## src/rtl/calc_pkg.sv

```systemverilog
// Shared encodings for the calculator execution controller.
// Op codes, fixed-point scale and controller state type.
package calc_pkg;

  localparam logic [1:0] OP_ADD = 2'd0;
  localparam logic [1:0] OP_SUB = 2'd1;
  localparam logic [1:0] OP_MUL = 2'd2;
  localparam logic [1:0] OP_DIV = 2'd3;

  // Fixed-point scale: four decimal places.
  localparam int CALC_SCALE = 10000;

  typedef enum logic [2:0] {
    ST_IDLE,
    ST_ADDSUB,
    ST_MUL,
    ST_DIV,
    ST_ROUND,
    ST_DONE
  } exec_state_t;

endpackage

```

## src/rtl/calc_divu.sv

```systemverilog
// Restoring divider, 2W-bit dividend by W-bit divisor, one quotient bit per clock.
// done pulses in the clock after the 2W-th step; a new start restarts it, there is no backpressure.
module calc_divu #(
  parameter int W = 40
) (
  input  logic           clk_db,
  input  logic           rst,
  input  logic           start,
  input  logic [2*W-1:0] dividend,
  input  logic [W-1:0]   divisor,
  output logic           done,
  output logic [2*W-1:0] quot,
  output logic [W-1:0]   rem
);

  localparam int CW = $clog2(2*W+1);

  logic [CW-1:0] cnt;
  logic [W-1:0]  dvs;
  logic [W:0]    trial;
  logic [W-1:0]  diff;
  logic          take;

  // quot starts as the dividend and shifts quotient bits in from the bottom.
  assign trial = {rem, quot[2*W-1]};
  assign take  = (trial >= {1'b0, dvs});
  // When take is set the true difference is below dvs, so W bits suffice.
  assign diff  = trial[W-1:0] - dvs;

  always_ff @(posedge clk_db) begin
    if (rst) begin
      cnt  <= '0;
      dvs  <= '0;
      quot <= '0;
      rem  <= '0;
      done <= 1'b0;
    end else begin
      done <= 1'b0;
      if (start) begin
        quot <= dividend;
        rem  <= '0;
        dvs  <= divisor;
        cnt  <= CW'(2*W);
      end else if (cnt != '0) begin
        quot <= {quot[2*W-2:0], take};
        rem  <= take ? diff : trial[W-1:0];
        cnt  <= cnt - CW'(1);
        done <= (cnt == CW'(1));
      end
    end
  end

endmodule

```

## src/rtl/calc_exec_ctrl.sv

```systemverilog
// Signed-magnitude fixed-point add/sub/mul/div sequencer; add/sub/div0 done in cycle 2, mul/div in 3W+2 (3W+3 with CALC_EXEC_ROUND_EN).
// start is sampled only in IDLE; requests while busy or in DONE are dropped, not queued.
module calc_exec_ctrl
  import calc_pkg::*;
#(
  parameter int W = 40
) (
  input  logic         clk_db,
  input  logic         rst,
  input  logic         start,
  input  logic [1:0]   op,
  input  logic [W-1:0] mag_a,
  input  logic [W-1:0] mag_b,
  input  logic         neg_a,
  input  logic         neg_b,
  output logic         busy,
  output logic         done,
  output logic [W-1:0] result,
  output logic         neg_r,
  output logic         ovf,
  output logic         err_div0
);

  localparam logic [W-1:0] SCALE_W = W'(CALC_SCALE);
  localparam int CW = $clog2(W+1);

  exec_state_t state, state_nxt;

  logic [1:0]     op_q;
  logic [W-1:0]   a_q, b_q;
  logic           na_q, nb_q;

  logic [2*W-1:0] acc, acc_nxt, mcand;
  logic [W-1:0]   mplier;
  logic [CW-1:0]  mcnt;

  logic           div_start, div_done;
  logic [2*W-1:0] div_quot;
  logic [W-1:0]   div_rem, dvs;

  logic [2*W:0]   q_ext;
  logic           md_ovf, md_neg;
  logic [W-1:0]   md_res;

  logic           b_eff;
  logic [W:0]     sum;
  logic [W-1:0]   as_res;
  logic           as_neg, as_ovf;

  // Shift-add multiplier: one multiplier bit per MUL cycle.
  assign acc_nxt   = mplier[0] ? (acc + mcand) : acc;
  assign div_start = (state == ST_MUL) && (mcnt == CW'(W-1));
  assign dvs       = (op_q == OP_MUL) ? SCALE_W : b_q;

  calc_divu #(.W(W)) u_divu (
    .clk_db   (clk_db),
    .rst      (rst),
    .start    (div_start),
    .dividend (acc_nxt),
    .divisor  (dvs),
    .done     (div_done),
    .quot     (div_quot),
    .rem      (div_rem)
  );

`ifdef CALC_EXEC_ROUND_EN
  logic rnd_up;
  assign rnd_up = ({div_rem, 1'b0} >= {1'b0, dvs});
  assign q_ext  = {1'b0, div_quot} + {{(2*W){1'b0}}, rnd_up};
`else
  assign q_ext  = {1'b0, div_quot};
`endif

  assign md_ovf = |q_ext[2*W:W];
  assign md_res = md_ovf ? '1 : q_ext[W-1:0];
  assign md_neg = (na_q ^ nb_q) && (md_res != '0);

  always_comb begin
    b_eff  = nb_q ^ (op_q == OP_SUB);
    sum    = {1'b0, a_q} + {1'b0, b_q};
    as_res = '0;
    as_neg = 1'b0;
    as_ovf = 1'b0;
    if (na_q == b_eff) begin
      as_ovf = sum[W];
      as_res = sum[W] ? '1 : sum[W-1:0];
      as_neg = na_q && (as_res != '0);
    end else if (a_q >= b_q) begin
      as_res = a_q - b_q;
      as_neg = na_q && (as_res != '0);
    end else begin
      as_res = b_q - a_q;
      as_neg = b_eff;
    end
  end

  always_ff @(posedge clk_db) begin
    if (rst) state <= ST_IDLE;
    else     state <= state_nxt;
  end

  always_comb begin
    state_nxt = state;
    busy      = (state != ST_IDLE);
    done      = (state == ST_DONE);
    case (state)
      ST_IDLE: begin
        if (start) begin
          // Divide by zero resolves in the single-step state, matching add/sub timing.
          if (op == OP_MUL || (op == OP_DIV && mag_b != '0)) state_nxt = ST_MUL;
          else                                                state_nxt = ST_ADDSUB;
        end
      end
      ST_ADDSUB: state_nxt = ST_DONE;
      ST_MUL:    if (div_start) state_nxt = ST_DIV;
      ST_DIV: begin
        if (div_done) begin
`ifdef CALC_EXEC_ROUND_EN
          state_nxt = ST_ROUND;
`else
          state_nxt = ST_DONE;
`endif
        end
      end
      ST_ROUND:  state_nxt = ST_DONE;
      ST_DONE:   state_nxt = ST_IDLE;
      default:   state_nxt = ST_IDLE;
    endcase
  end

  always_ff @(posedge clk_db) begin
    if (rst) begin
      op_q     <= OP_ADD;
      a_q      <= '0;
      b_q      <= '0;
      na_q     <= 1'b0;
      nb_q     <= 1'b0;
      acc      <= '0;
      mcand    <= '0;
      mplier   <= '0;
      mcnt     <= '0;
      result   <= '0;
      neg_r    <= 1'b0;
      ovf      <= 1'b0;
      err_div0 <= 1'b0;
    end else begin
      case (state)
        ST_IDLE: begin
          if (start) begin
            op_q     <= op;
            a_q      <= mag_a;
            b_q      <= mag_b;
            na_q     <= neg_a;
            nb_q     <= neg_b;
            acc      <= '0;
            mcand    <= {{W{1'b0}}, mag_a};
            mplier   <= (op == OP_MUL) ? mag_b : SCALE_W;
            mcnt     <= '0;
            result   <= '0;
            neg_r    <= 1'b0;
            ovf      <= 1'b0;
            err_div0 <= 1'b0;
          end
        end
        ST_ADDSUB: begin
          if (op_q == OP_DIV) begin
            err_div0 <= 1'b1;
          end else begin
            result <= as_res;
            neg_r  <= as_neg;
            ovf    <= as_ovf;
          end
        end
        ST_MUL: begin
          acc    <= acc_nxt;
          mcand  <= {mcand[2*W-2:0], 1'b0};
          mplier <= mplier >> 1;
          mcnt   <= mcnt + CW'(1);
        end
`ifdef CALC_EXEC_ROUND_EN
        ST_ROUND: begin
          result <= md_res;
          neg_r  <= md_neg;
          ovf    <= md_ovf;
        end
`else
        ST_DIV: begin
          if (div_done) begin
            result <= md_res;
            neg_r  <= md_neg;
            ovf    <= md_ovf;
          end
        end
`endif
        default: ;
      endcase
    end
  end

endmodule

```

## config.mk

```make
export PLATFORM = sky130hd
export DESIGN_NAME = calc_exec_ctrl
export DESIGN_NICKNAME = d
export VERILOG_FILES = /design/src/rtl/calc_pkg.sv /design/src/rtl/calc_divu.sv /design/src/rtl/calc_exec_ctrl.sv
export SDC_FILE = /design/constraint.sdc
export NUM_CORES = 2
export LEC_CHECK = 0
export CORE_MARGIN = 2
export CORE_UTILIZATION = 63
export CTS_BUF_LIST = sky130_fd_sc_hd__clkbuf_4
export CTS_CLUSTER_DIAMETER = 30
export DETAILED_ROUTE_END_ITERATION = 6
export PLACE_DENSITY = 0.87
export SLEW_MARGIN = 20
export SYNTH_ARGS = -nofsm -noshare
export SYNTH_HDL_FRONTEND = slang
export SYNTH_SLANG_ARGS = --single-unit
```

## constraint.sdc

```tcl
create_clock -name clk_db -period 9.02 [get_ports clk_db]
set_clock_uncertainty 0.1 [all_clocks]
set_input_delay 2.706 -clock clk_db [delete_from_list [all_inputs] [get_ports clk_db]]
set_output_delay 2.706 -clock clk_db [all_outputs]
set_load 0.01 [all_outputs]
```

==> impl_results.md <==
- Worst path cell trace: nor2b_1 -> and2_1 -> clkdlybuf4s50_1
- Slowest-stage cell, CP: dfxtp_1
- RR Endpoint: result[29]
- Die extent in y: 242 um
- First-iteration detailed-routing DRC count: 4901
- Switch share: 52.2%
- Leading cell type in the layout, fill and taps excluded: nand2_1
- Post-route setup TNS: 0 ps
- Hold Crit Class: reg -> reg
- Outcome: complete, no violations
- Area share of the largest cell type after synthesis: 28.2%
- Clk_lat worst skew: 1070 ps
- CP top delay family: flip-flops
- Post-Route WL: 142000 um
- Max cap viols: 0
- Crit Path Class: reg -> out
- CP Buf/Inv Count: 1
- DR WL/cell: 24.6 um
- Final Slew Violations: 0
- Maximum clock rate: 170 MHz
- Largest net degree at the start of global routing: 161
- Die Footprint: 58800 um2
- Critical path required time: 6210 ps
- Crit path max fanout: 15
- Most frequent cells in the layout: 800 x nand2_1, 564 x a21oi_1, 503 x dfxtp_1
- Die W: 242 um
- Critical Path AT: 3080 ps
- IO Pins: 132
- Mapped Cells: 4933
- Initial Util: 63.7%
- Hpwl dp: 106000 um
- Crit path from: state[0]
- Number of flops mapped to enable cells by yosys: 0
- Worst reg-to-reg path cell count: 14
- PwrDens: 320 nW/um2
- Number of global-route vias before repair: 35900
- Iteration count of the initial detailed-routing pass: 7
- Slew Limit Headroom: 28.9%
- Sequential share of power: 23.7%
- Area of the multi-input gates: 23800 um2
- CTS Sinks: 504
- Yosys warns: 0
- First-pass GRT wire length: 215000 um
- Internal cell power: 5.97 mW
- FF+latch count, synth: 504
- Final period utilization: 65.3%
- Slew @ Worst Pin: 1040 ps
- Crit-path max cell delay: 780 ps
- Avg Cell Area, Syn: 7.26 um2
- Antenna violations before repair: 7
- Unrepaired setup endpoints after global routing: no
- Worst vdd ir: 601 uV
- Top cells by area, synth: dfxtp_1 28%, ha_1 8.8%, nand2_1 8.4%
- Net load switching power: 6.51 mW
- Reg2reg setup slack: 3520 ps
- RR Startpoint: b_q[1]
- Hold buffer count at cts: 0
- Crit. End Element: primary output
- Comb power frac: 58.9%
- Area grow syn2layout: 8.90%
- Port bufs: 131
- Post-CTS Resized: 0
- Area of the mapped netlist: 35800 um2
- Leakage power: 15.0 nW
- Levels on crit path: 3
- Row count: 87
- Yosys cell types: 99
- Clk pwr share: 17.4%
- GPL Wtd Cong: 1.08
- Core area: 56300 um2
- DRC viols: 0
- Final Setup Violations: 0
- Grt ovf: 0
- Top cell type by total area after synthesis: dfxtp_1
- Post-synthesis sequential area ratio: 28.2%
- Vias: 39000
- FF+latch area: 10100 um2
- Post-Syn Nets: 5277
- CTS buffer count: 142
- Share of cells above drive strength 1: 6.91%
- Final #Nets: 5270
- Post-DP Area: 37200 um2
- Clock-pin slew on the worst setup and hold paths: 70 ps
- Antenna Nets Post-Route: 0
- Design area: 39000 um2
- Longest Clk Path Bufs: 3
- H-tree Lvls: 4
- Number of fill cells in the layout: 4697
- Period minus WS final: 5890 ps
- GRT Total Usage: 47.1%
- Startpoint Class: register
- Main synth FF type: dfxtp_1
- CTS tree: yes
- Post-CTS Setup Inserts: 0
- Root Buffer: clkbuf_4
- Hold Fails Final Rpt: 0
- Worst setup path endpoint: done
- Avg Vias per Cell: 6.75
- Fraction of registers with async set/reset: 0%
==> logic make-up after synthesis <==
family / Yosys count / share of synthesized area, %
xor+xnor: 200 / 4.89
compound gates: 1545 / 27.0
mux: 83 / 2.42
simple gates: 1809 / 22.7
flops: 504 / 28.2
fa+ha+maj: 257 / 9.08
buf+inv: 535 / 5.80
==> worst min-delay path by stage <==
stage	cells after the start	endpoint	slack [ps]	startpoint
after floorplan	2	u_divu.dvs[39]	330	u_divu.dvs[39]
after global placement	2	u_divu.dvs[30]	340	u_divu.dvs[30]
after detailed placement	2	u_divu.dvs[34]	340	u_divu.dvs[34]
after CTS	2	u_divu.dvs[24]	350	u_divu.dvs[24]
after global routing	2	u_divu.dvs[6]	360	u_divu.dvs[6]
final	2	u_divu.dvs[37]	350	u_divu.dvs[37]
==> through the flow <==
stage	power [mW]	hold WS (ps)	setup WS [ps]	std cells	utilization, %
CTS	12.2	352	3200	5778	69.3
floorplan	7.80	332	4230	4933	-
global route	13.1	364	3120	5783	69.3
detailed placement	9.99	344	2800	5538	66.2
global placement	9.96	339	2850	5538	66.2
finish	12.5	354	3130	5785	69.3
==> sequential cells by signal, summed over array words and instances (netlist names), 2 cells and up <==
signal       cells
mcnt             6
u_divu.dvs      40
u_divu.rem      40
u_divu.quot     80
u_divu.cnt       7
state            3
op_q             2
b_q             40
acc             80
mplier          40
result          40
a_q             40
mcand           80
==> final cells by class <==
class                   instances  share of cell area [%]
multi-input cells            3894                    60.9
flip-flops and latches        504                    25.9
repair buffers                171                    4.17
clock buffers                 186                    3.58
well taps                     756                    2.42
inverters                     213                    2.05
clock inverters                54                   0.949
diodes                          7                  0.0449
==> cells in the mapped netlist (29+ instances only) <==
cell type	n
xor2_1	56
and3_1	29
mux2i_1	55
buf_2	29
inv_1	207
a31oi_1	132
a311oi_1	40
a22oi_1	45
a21o_1	72
a21oi_1	564
o31ai_1	29
a211oi_1	55
xnor2_1	144
o211ai_1	40
clkbuf_1	266
nand3_1	209
nor4_1	62
nand2b_1	29
nor3_1	89
nand2_1	801
nor2_1	379
o21bai_1	56
nor2b_1	42
a221oi_1	29
o21ai_0	275
nand4_1	59
dfxtp_1	504
ha_1	252
==> tightest hold or removal path, stage by stage, from the launching register on <==
cell	delay (ps)
dfxtp_1	310
nand2_1	50
a21oi_1	50
==> power by group through the flow <==
stage / clock network, mW / logic [mW] / registers, mW
2_1_floorplan: 0 / 5.07 / 2.74
3_3_place_gp: 0 / 7.01 / 2.95
4_1_cts: 2.18 / 7.07 / 2.92
5_1_grt: 2.29 / 7.81 / 2.96
6_report: 2.17 / 7.36 / 2.96
3_5_place_dp: 0 / 7.03 / 2.96
==> routing by layer <==
metal  up-vias  wire length, um  GRT usage (%)
met5         -               11              0
met4         2            11000           31.6
met3       514            17600           13.8
met2      2526            59800           69.5
met1     18300            54000           59.3
li1      17700                -              -
Note: power is estimated with default switching activity, not from simulation.
